$ cat config.mk
export PLATFORM = sky130hd
export DESIGN_NAME = comparador_1bit_behav
export DESIGN_NICKNAME = d
export VERILOG_FILES = /design/src/rtl/comparador_pkg.sv /design/src/rtl/comparador_1bit_behav_sat_counter.sv /design/src/rtl/comparador_1bit_behav.sv
export SDC_FILE = /design/constraint.sdc
export NUM_CORES = 1
export LEC_CHECK = 0
export ABC_AREA = 1
export CAP_MARGIN = 0
export CORE_AREA = 2 2 39 41
export CTS_CLUSTER_SIZE = 8
export DETAILED_ROUTE_END_ITERATION = 12
export DIE_AREA = 0 0 41 43
export PLACE_DENSITY = 0.73
export SLEW_MARGIN = 20
export SYNTH_ARGS = -nofsm -noshare
export SYNTH_HDL_FRONTEND = slang
export SYNTH_SLANG_ARGS = --single-unit
$ cat constraint.sdc
create_clock -name clk -period 1 [get_ports clk]
set_clock_uncertainty 0.2 [all_clocks]
set_input_delay 0.2 -clock clk [delete_from_list [all_inputs] [get_ports clk]]
set_output_delay 0.2 -clock clk [all_outputs]
set_load 0.02 [all_outputs]
$ cat src/rtl/comparador_pkg.sv
// Shared types and the compare rule for the 1-bit registered magnitude comparator.
package comparador_pkg;

    localparam int unsigned CNT_W_DEFAULT = 8;
    localparam int unsigned RES_W         = 3;

    // One-hot result, bit order {maior, menor, igual}
    typedef enum logic [RES_W-1:0] {
        MAIOR = 3'b100,
        MENOR = 3'b010,
        IGUAL = 3'b001
    } cmp_result_e;

    localparam int unsigned BIT_MAIOR = 2;
    localparam int unsigned BIT_MENOR = 1;
    localparam int unsigned BIT_IGUAL = 0;

    function automatic cmp_result_e compare(input logic a, input logic b);
        cmp_result_e res;
        unique case ({a, b})
            2'b10:   res = MAIOR;
            2'b01:   res = MENOR;
            default: res = IGUAL;
        endcase
        return res;
    endfunction

endpackage

$ cat src/rtl/comparador_1bit_behav_sat_counter.sv
// Saturating up-counter with synchronous clear; clear has priority over increment.
module sat_counter #(
    parameter int unsigned W = 8
) (
    input  logic         clk,
    input  logic         rst_n,
    input  logic         clr,
    input  logic         inc,
    output logic [W-1:0] count
);

    logic [W-1:0] count_q;
    logic [W-1:0] count_d;

    always_comb begin
        count_d = count_q;
        if (clr) begin
            count_d = '0;
        end else if (inc && (count_q != {W{1'b1}})) begin
            count_d = count_q + W'(1);
        end
    end

    always_ff @(posedge clk or negedge rst_n) begin
        if (!rst_n) begin
            count_q <= '0;
        end else begin
            count_q <= count_d;
        end
    end

    assign count = count_q;

endmodule

$ cat src/rtl/comparador_1bit_behav.sv
// Registered 1-bit magnitude comparator with valid qualifier.
// Define COMP_STATS_EN to build the per-result saturating event counters.
module comparador_1bit_behav
    import comparador_pkg::*;
#(
    parameter int unsigned CNT_W = CNT_W_DEFAULT
) (
    input  logic             clk,
    input  logic             rst_n,
    input  logic             in_valid,
    input  logic             a,
    input  logic             b,
    input  logic             clr_cnt,
    output logic             out_valid,
    output logic             maior,
    output logic             menor,
    output logic             igual,
    output logic [CNT_W-1:0] cnt_maior,
    output logic [CNT_W-1:0] cnt_menor,
    output logic [CNT_W-1:0] cnt_igual
);

    cmp_result_e        res_c;
    logic [RES_W-1:0]   flags_q;
    logic [RES_W-1:0]   flags_d;
    logic               valid_q;
    logic               valid_d;

    assign res_c = compare(a, b);

    // Flags hold their last value across idle cycles; out_valid marks fresh results only
    always_comb begin
        flags_d = flags_q;
        valid_d = 1'b0;
        if (in_valid) begin
            flags_d = res_c;
            valid_d = 1'b1;
        end
    end

    always_ff @(posedge clk or negedge rst_n) begin
        if (!rst_n) begin
            flags_q <= '0;
            valid_q <= 1'b0;
        end else begin
            flags_q <= flags_d;
            valid_q <= valid_d;
        end
    end

    assign out_valid = valid_q;
    assign maior     = flags_q[BIT_MAIOR];
    assign menor     = flags_q[BIT_MENOR];
    assign igual     = flags_q[BIT_IGUAL];

`ifdef COMP_STATS_EN
    logic [RES_W-1:0] inc_c;

    assign inc_c = in_valid ? RES_W'(res_c) : '0;

    sat_counter #(.W(CNT_W)) u_cnt_maior (
        .clk   (clk),
        .rst_n (rst_n),
        .clr   (clr_cnt),
        .inc   (inc_c[BIT_MAIOR]),
        .count (cnt_maior)
    );

    sat_counter #(.W(CNT_W)) u_cnt_menor (
        .clk   (clk),
        .rst_n (rst_n),
        .clr   (clr_cnt),
        .inc   (inc_c[BIT_MENOR]),
        .count (cnt_menor)
    );

    sat_counter #(.W(CNT_W)) u_cnt_igual (
        .clk   (clk),
        .rst_n (rst_n),
        .clr   (clr_cnt),
        .inc   (inc_c[BIT_IGUAL]),
        .count (cnt_igual)
    );
`else
    logic unused_clr_cnt;

    assign unused_clr_cnt = clr_cnt;
    assign cnt_maior      = '0;
    assign cnt_menor      = '0;
    assign cnt_igual      = '0;
`endif

endmodule

---- Yosys cells after proc, flatten, opt, wreduce, memory -nomap -nowiden ----
Index checks and enable logic that the tools add are counted.
Widths: inputs -> output; s select.
storage, ports and cells
  bits in registers ....................... 4
  input bits .............................. 6
  output and inout bits ................... 28
  logic and storage cells ................. 6
operators by class
  eq/ne operators ......................... 2
  mux-type cells .......................... 2
operators with widths
  cell                count
  $pmux 3 s2          1
  $eq 2x1->1 const B  1
  $eq 2x2->1 const B  1
  $mux 1              1

---- Depth between registers and ports, before layout ----
  depth after elaboration ................. 2
  gate-level depth with buffers ........... 4
  mapped depth without buffers ............ 4

---- Least setup slack after synthesis ----
No wires, ideal clock.
  path type ............................... input port to flip-flop
  start ................................... input port a
  end ..................................... register flags_q[0]
  setup time .............................. 0.117 ns
  arrival time ............................ 0.590 ns
  data required time ...................... 0.683 ns
  slack ................................... 0.093 ns
  stages .................................. 4
  buffers on the path ..................... 0
  cells stage by stage .................... inv_1 ha_1 nand2_1 nand2_1
on the way
  cells in the longest elaborated chain, start to end .. 2
  elaborated cells on any way between the ends .. 3
  classes of those cells .................. eq/ne: 2; mux: 1
ends and longest elaborated chain
  what                                             RTL line                     text
  start, declared                                  comparador_1bit_behav.sv:11  input logic a,
  $eq 2x1->1 / $eq 2x2->1 (equally long branches)  comparador_pkg.sv:20         unique case ({a, b})
  $pmux 3 s2 *                                     comparador_pkg.sv:20
  named net res_c[0]                               comparador_1bit_behav.sv:23  cmp_result_e res_c;
  end signal, assigned                             comparador_1bit_behav.sv:46  flags_q <= flags_d;
  end, declared                                    comparador_1bit_behav.sv:24  logic [RES_W-1:0] flags_q;
The timed path passes the listed nets; every way through them passes the cells marked *.
A chain may end at the register's enable or synchronous reset.

---- Final worst setup path ----
  start ................................... register flags_q[0]
  end ..................................... output port igual
RTL lines
  what           RTL line                     text
  end, declared  comparador_1bit_behav.sv:17  output logic igual,
No word-level cell between the ends.

==> flow_summary.yaml <==
timing:
  setup_slack_ps: -147
  slew_violations: 0
  hold_violations: 4
  maxClockFrequency_mhz: 872
  fin_crit_sh: 1.15
  whs_ps: -29.6
  period_needed_ps: 1150
  setup_viol: 5
  fin_tns_setup_ps: -578
  rsz0062_at_grt: "yes"
placed_design:
  hpwl_um: 373
  dpl_cell_area_um2: 390
  gp_congestion: 0.627
  portBuffers: 8
synth:
  synth_seq_cells: 4
  synth_top_area_cell: "buf_4"
  synth_top_cells_by_area: "buf_4, dfrtp_1, nand2_1"
  syn_area_um2: 354
  syn_inst: 43
  synth_warnings: 0
  synth_cell_types: 7
  avgSynthCellArea_um2: 8.23
  yosys.area.top_type_share: 0.509
  seq_area_frac_synth: 0.283
final_layout:
  nNetsFinal: 68
  final_cell_mix: "conb_1, nand2_1, buf_4"
  n_fill_cell: 158
  register_area_um2: 100
  fin_area_um2: 424
  layout-drive-gt1-share: 0.241
  multi_input_area_um2: 151
  syn_to_final_growth_pct: 19.8
  final_common_cell: "conb_1"
  n_antenna_cell: 0
worst_setup_path:
  max_stage_delay_ps: 380
  critPathRequiredTime_ps: 600
  startpoint_type: "flop"
  critPathBufInv: 1
  slowest_stage: "dfrtp_1"
  crit_type: "flop to output port"
  cp_max_fo: 2
  arrival_ps: 750
  crit_chain: "buf_6"
  worst_setup_path_end_kind: "output port"
  path_delay_family: "flip-flops"
floorplanning:
  io_pins: 34
  die_w_um: 41
  num_rows: 14
  dieArea_mm2: 0.00176
  fp.dieH_um: 43
  initial_core_util: 0.256
  core_mm2: 0.00138
detailed_routing:
  drt-pass1-iter-count: 1
  viasPerCell: 2.99
  via_count: 221
  drc: 0
  drt_iter0_drc: 0
  wl_per_cell_um: 6.08
  routed_wl_um: 450
  ant_nets: 0
clock_tree:
  worstSkewPairLatency_ps: 230
  tritoncts: "yes"
  cts-buffers-inserted: 3
  clk_path_buf_depth: 2
  clock_sinks: 4
  cts_root_buf: "clkbuf_4"
  htreeDepth: 1
  clk_pin_slew_ps: 40
global_routing:
  grt_use_total: 0.0613
  grt_pass1_vias: 167
  grt_pass1_wl_um: 607
  grt_max_degree: 6
  overflow: 0
  antenna_found_initial: 0
min_path:
  hold_path_class: "input pin to async pin"
pwr:
  power_mw: 0.566
  power.density_mw_per_mm2: 1340
  irDropWorstVdd_v: 0.000280
  p_leak_nw: 0.267
run_status:
  run_status: "finished with violations"
  violations: "hold timing, setup timing"
job:
  maxCapViolations: 0
cells by family after synthesis:
| family | after synthesis | synth area share |
|---|---|---|
| DFF | 4 | 0.283 |
| and+or+nand+nor | 9 | 0.0954 |
| adders and majority gates | 2 | 0.0707 |
| other | 1 | 0.0106 |
| buffers and inverters | 27 | 0.541 |
state kept, by name (all words and copies together) (netlist names):
| register | count |
|---|---|
| flags_q | 3 |
| out_valid | 1 |
metal layers:
layer  vias up  global-route usage  part of all wire
met5         -                   0                 0
met4         0              0.0800                 0
met3         0              0.0471              0.18
met2        20              0.0813              0.48
met1        93              0.0452              0.34
li1        108                   -                 -
through the flow:
| step | utilization | setup slack [ps] | std cells |
|---|---|---|---|
| 2_1_floorplan | - | 93.0 | 66 |
| 3_3_place_gp | 0.282 | -431 | 70 |
| 3_5_place_dp | 0.282 | -433 | 70 |
| 4_1_cts | 0.301 | -171 | 73 |
| 5_1_grt | 0.307 | -173 | 74 |
| 6_report | 0.307 | -147 | 74 |
Yosys cell counts (all sizes together):
master and count:
nand2 9, buf 24, ha 2, inv 3, conb 1, dfrtp 4
layout make-up:
class                           instances  area share
Timing Repair Buffer                   13       0.280
Inverter                                3      0.0265
Clock buffer                            3      0.0531
Tap cell                               16      0.0472
Sequential cell                         4       0.236
Multi-Input combinational cell         35       0.357
repair_timing:
action / CTS / global route
resized for setup: 28 / 0
endpoints found under the setup margin: 7 / 4
cloned: 0 / 0
pin swaps: 2 / 0
hold endpoints to repair: 4 / 4
buffers inserted: 1 / 1
power by group:
| group | switching, mW | total, mW | internal (mW) |
|---|---|---|---|
| combinational | 0.126 | 0.189 | 0.0631 |
| sequential | 0.00853 | 0.185 | 0.176 |
| clock | 0.0592 | 0.193 | 0.134 |
worst paths after layout:
path                            startpoint         end  slack [ps]  cells past startpoint
worst min-delay path                 rst_n  flags_q[1]         -30                      1
max in group asynchronous            rst_n   out_valid         460                      1
min in group clk                  in_valid   out_valid         120                      1
worst max-delay path            flags_q[0]       igual        -150                      1
worst max register to register  flags_q[0]  flags_q[0]         -30                      4
worst min register to register  flags_q[1]  flags_q[1]         380                      3
Note: power is estimated with default switching activity, not from simulation.
